[src/rtl/window_pkg.sv]
// Shared types and geometry helpers for the window scan / position pairing path.
package window_pkg;

    typedef enum logic [1:0] {
        IDLE = 2'd0,
        SCAN = 2'd1,
        DONE = 2'd2
    } scan_state_t;

    // $clog2 of 1 is 0, so coordinates are never narrower than one bit.
    function automatic int coord_width(input int extent);
        return (extent < 2) ? 1 : $clog2(extent);
    endfunction

    function automatic int last_pos(input int img, input int win, input int step);
        return ((img - win) / step) * step;
    endfunction

endpackage

[src/rtl/window_scan_axis_step_counter.sv]
// One raster axis: counts 0, STEP, 2*STEP ... up to the last value not exceeding MAX,
// then wraps to zero on the next advance.
module axis_step_counter #(
    parameter int W    = 6,
    parameter int MAX  = 21,
    parameter int STEP = 1
) (
    input  logic         clk,
    input  logic         rst,
    input  logic         i_load,
    input  logic         i_adv,
    output logic [W-1:0] o_val,
    output logic         o_wrap
);

    localparam logic [W:0] MAX_W    = (W+1)'(MAX);
    localparam logic [W:0] STEP_W   = (W+1)'(STEP);
    localparam bit         STEP_BIG = (STEP > MAX);

    logic [W-1:0] r_val;
    logic [W:0]   w_next;

    // One extra bit so val+STEP cannot wrap before the compare.
    assign w_next = {1'b0, r_val} + STEP_W;
    assign o_wrap = STEP_BIG || (w_next > MAX_W);
    assign o_val  = r_val;

    always_ff @(posedge clk or posedge rst) begin
        if (rst) begin
            r_val <= '0;
        end else if (i_load) begin
            r_val <= '0;
        end else if (i_adv) begin
            r_val <= o_wrap ? '0 : w_next[W-1:0];
        end
    end

endmodule

[src/rtl/window_scan.sv]
// Raster generator of classifier window origins on a valid/ready stream.
// Define WINDOW_SCAN_LAST_EN to add the window_pos_last end-of-frame marker.
module window_scan
    import window_pkg::*;
#(
    parameter int IMG_WIDTH  = 45,
    parameter int IMG_HEIGHT = 45,
    parameter int WIN_WIDTH  = 24,
    parameter int WIN_HEIGHT = 24,
    parameter int STEP_X     = 1,
    parameter int STEP_Y     = 1,
    localparam int W_X       = coord_width(IMG_WIDTH),
    localparam int W_Y       = coord_width(IMG_HEIGHT)
) (
    input  logic           clk,
    input  logic           rst,
    input  logic           start,
    output logic           busy,
    output logic           done,
    output logic           window_pos_valid,
    input  logic           window_pos_ready,
    output logic [W_X-1:0] window_pos_x,
`ifdef WINDOW_SCAN_LAST_EN
    output logic           window_pos_last,
`endif
    output logic [W_Y-1:0] window_pos_y
);

    // state | meaning
    // IDLE  | waiting for start, coordinates parked at (0,0)
    // SCAN  | presenting (x,y); advances on each handshake
    // DONE  | single-cycle done pulse, then back to IDLE

    localparam int MAX_X = IMG_WIDTH - WIN_WIDTH;
    localparam int MAX_Y = IMG_HEIGHT - WIN_HEIGHT;

    scan_state_t r_state;
    scan_state_t w_next_state;
    logic        w_hs;
    logic        w_load;
    logic        w_x_wrap;
    logic        w_y_wrap;

    assign w_hs   = (r_state == SCAN) && window_pos_ready;
    assign w_load = (r_state != SCAN);

    // y only moves when x rolls over; on the final beat both roll back to zero.
    axis_step_counter #(.W(W_X), .MAX(MAX_X), .STEP(STEP_X)) u_x_cnt (
        .clk    (clk),
        .rst    (rst),
        .i_load (w_load),
        .i_adv  (w_hs),
        .o_val  (window_pos_x),
        .o_wrap (w_x_wrap)
    );

    axis_step_counter #(.W(W_Y), .MAX(MAX_Y), .STEP(STEP_Y)) u_y_cnt (
        .clk    (clk),
        .rst    (rst),
        .i_load (w_load),
        .i_adv  (w_hs && w_x_wrap),
        .o_val  (window_pos_y),
        .o_wrap (w_y_wrap)
    );

    always_ff @(posedge clk or posedge rst) begin
        if (rst) begin
            r_state <= IDLE;
        end else begin
            r_state <= w_next_state;
        end
    end

    always_comb begin
        w_next_state = r_state;
        unique case (r_state)
            IDLE:    if (start) w_next_state = SCAN;
            SCAN:    if (w_hs && w_x_wrap && w_y_wrap) w_next_state = DONE;
            DONE:    w_next_state = IDLE;
            default: w_next_state = IDLE;
        endcase
    end

    // Outputs decode the state register only, so reset clears them asynchronously.
    always_comb begin
        window_pos_valid = (r_state == SCAN);
        busy             = (r_state == SCAN);
        done             = (r_state == DONE);
    end

`ifdef WINDOW_SCAN_LAST_EN
    localparam int LAST_X = last_pos(IMG_WIDTH, WIN_WIDTH, STEP_X);
    localparam int LAST_Y = last_pos(IMG_HEIGHT, WIN_HEIGHT, STEP_Y);

    assign window_pos_last = window_pos_valid
                             && (window_pos_x == W_X'(LAST_X))
                             && (window_pos_y == W_Y'(LAST_Y));
`endif

endmodule
[config.mk]
export PLATFORM = sky130hd
export DESIGN_NAME = window_scan
export DESIGN_NICKNAME = d
export VERILOG_FILES = /design/src/rtl/window_pkg.sv /design/src/rtl/window_scan_axis_step_counter.sv /design/src/rtl/window_scan.sv
export SDC_FILE = /design/constraint.sdc
export NUM_CORES = 1
export LEC_CHECK = 0
export BUFFER_PORTS_ARGS = -buffer_cell sky130_fd_sc_hd__buf_2
export CAP_MARGIN = 25
export CORE_MARGIN = 2
export CORE_UTILIZATION = 51
export CTS_CLUSTER_DIAMETER = 80
export DETAILED_ROUTE_END_ITERATION = 10
export PLACE_DENSITY_LB_ADDON = 0.08
export SETUP_SLACK_MARGIN = 0.02
export SLEW_MARGIN = 10
export SYNTH_ARGS = -nofsm -noshare
export SYNTH_HDL_FRONTEND = slang
export SYNTH_SLANG_ARGS = --single-unit
[constraint.sdc]
create_clock -name clk -period 2.1 [get_ports clk]
set_input_delay 0.42 -clock clk [delete_from_list [all_inputs] [get_ports clk]]
set_output_delay 0.42 -clock clk [all_outputs]
set_load 0.1 [all_outputs]
==> metrics <==
status finished, violations left; violated checks negative setup slack; total net switching power 1571 uW; height of the chip 53.16 microns; Final nets 189; syn_area_per_cell 8.500 sq um; Worst R2R Path Depth 6; ys async rst share 100.0%; Net Sw Frac 55.84%; Clock power frac 5.9%; FF+latch area 376.6 sq um; top post-synthesis cells by area dfrtp_1 (28%), ha_1 (4.1%), nand3_1 (3.7%), nand2_1 (3.0%), inv_1 (2.7%); CTS tree done; synthesized flop and latch total 14; post-route cell area 1723 sq um; root buffer cell clkbuf_4; latest clock arrival within the worst-skew pair 0.29 ns; H-tree Lvls 1; final wirelength 3671 microns; Comb pwr share 75.9%; Min Hold Slack 0.1739 ns; placed cell count 196; yosys warns 0; FF-to-FF End u_x_cnt.o_val[4]; total CTS buffers 3; critical path launch point type flop; Fin. Hold Viols 0; diode count 0; io pins 19; Synth Instances 145; post-DP HPWL 2433 microns; top-count cell post-synth dfrtp_1; Critical Path RT 2.30 ns; Worst Skew 0.01056 ns; Crit Path Class reg2reg; via count 1352; fillers 160; setup tns final -0.2715 ns; clk slew on worst S/H paths 0.10 ns; P_int 1243 uW; worst-path maximum fanout 6; GRT Total Usage 28.09%; Chip Width 53.16 microns; Avg WL per Cell 17.65 microns; Max-slew headroom 60.04%; final worst slack -0.08029 ns; Final Cycle Share 103.8%; register area share after synthesis 28.43%; WP data arrival 2.38 ns; worst reg2reg path startpoint u_x_cnt.o_val[1]; Critical Path Sink Type flop; post-synth top area share 28.43%; Hold Buf Count CTS 0; largest net degree at the start of global routing 16; Clock Path Buffers 2; Port Buf Inserts 18; Place WS -0.07874 ns; GPL Wtd Cong 0.9261; min Tclk post-route 2.180 ns; layout cells sized above 1 47.22%; worst hold path type in2async; syn nets 153; First-pass DRT Iterations 4; synth unique cells 56; Final setup viols 6; Peak supply drop 1.225 mV; Final Non-Filler Cells 208; footprint of the multi-input gates 938.4 sq um; Initial Util 54.66%; vias in the first global route 1191; P&R area growth vs syn 39.80%; DIE AREA 2826 sq um; R2R setup slack -0.08 ns; area leader, netlist dfrtp_1; PD cells 1633 nW/um^2; Max Fclk 458.7 MHz; antenna violations before repair 0; Max-cap violations 0; Slew Limit Fails 0; Seq pwr share 18.2%; RSZ-0062 raised after global routing true; Post-synth EDFFs 0; Synth Flop Type dfrtp_1; core area 2255 sq um; Vias per Instance 6.500; grt total ovfl 0; Worst-Margin Slew 0.5931 ns; synth cell count leaders dfrtp_1 (14), nand2_1 (10), inv_1 (9), nand3_1 (9), nor2_1 (9); Sink Count 14; DR iter-0 viols 91; Post-DRT Antenna Nets 0; FP Rows 17; DP Area 1524 sq um; first-pass GRT wire length 5727 microns; Netlist Area Pre-Place 1232 sq um; static leakage 0.0007099 uW; DRC Markers 0
## through the flow
| step | total power [uW] | util, % |
|---|---|---|
| 4_1_cts | 2581 | 70.92 |
| 5_1_grt | 2964 | 76.42 |
| 6_report | 2814 | 76.42 |
| 2_1_floorplan | 2047 | - |
| 3_3_place_gp | 2293 | 67.59 |
| 3_5_place_dp | 2342 | 67.59 |
## layer usage
metal	vias to the layer above	share of wire [%]	GRT usage, %
li1	623	-	-
met1	644	44	39.68
met2	76	47	44.58
met3	9	8.1	4.520
met4	0	1.3	6.838
met5	-	0	0
## power groups by stage
stage / clock (uW) / combinational (uW) / sequential (uW)
after floorplan: 0 / 1100 / 950
after global placement: 0 / 1790 / 502
after detailed placement: 0 / 1830 / 515
after CTS: 170 / 1910 / 504
after global routing: 178 / 2260 / 526
final: 167 / 2140 / 511
## worst max path at each step
stage / start / endpoint / depth (start not counted)
floorplan: u_x_cnt.o_val[1] / u_y_cnt.o_val[4] / 8
global placement: u_x_cnt.o_val[0] / u_y_cnt.o_val[4] / 6
detailed placement: u_x_cnt.o_val[0] / u_y_cnt.o_val[4] / 6
CTS: u_x_cnt.o_val[1] / u_y_cnt.o_val[4] / 6
global route: u_y_cnt.o_val[1] / u_y_cnt.o_val[4] / 7
finish: u_x_cnt.o_val[1] / u_x_cnt.o_val[4] / 6
## flip-flops by register name (all words and copies together), names as in the netlist
name,flops
u_x_cnt.o_val,6
u_y_cnt.o_val,6
r_state,2
## cells by family after synthesis
family | synth area share, %
and+or+nand+nor | 32.90
AOI/OAI and AO/OA | 25.99
buffers and inverters | 8.628
DFF | 28.43
adders and majority gates | 4.061
## placed cells by master (no fill, tap or decap), types with 3 or more instances in the layout
master	n
buf_4	25
buf_2	16
nand2_1	10
nand3_1	8
nor2_1	8
inv_1	6
dfrtp_4	6
o21ai_0	5
dfrtp_1	5
ha_4	4
and3b_1	3
nand2b_1	3
nand4b_1	3
a21oi_1	3
or3_1	3
clkbuf_4	3
dfrtp_2	3
## final cells by class
class,count,area share (%)
Tap cell,28,2.033
Sequential cell,14,21.86
Inverter,9,2.251
Multi-Input combinational cell,110,54.47
Clock buffer,4,1.525
Timing Repair Buffer,43,17.86
## repair_timing
action                                  4_1_cts  5_1_grt
gates resized for setup                       3       17
endpoints found under the setup margin       11       13
pin swaps                                     5        8
hold endpoints to repair                      0        0
setup buffers                                 4        4
## worst max-delay path, stage by stage, from the launching register on
cell,delay (ns)
dfrtp_4,0.54
ha_4,0.19
nor3b_4,0.16
or4_4,0.51
a21o_1,0.20
a311o_1,0.36
a21oi_1,0.14
(Power assumes the default switching activity.)
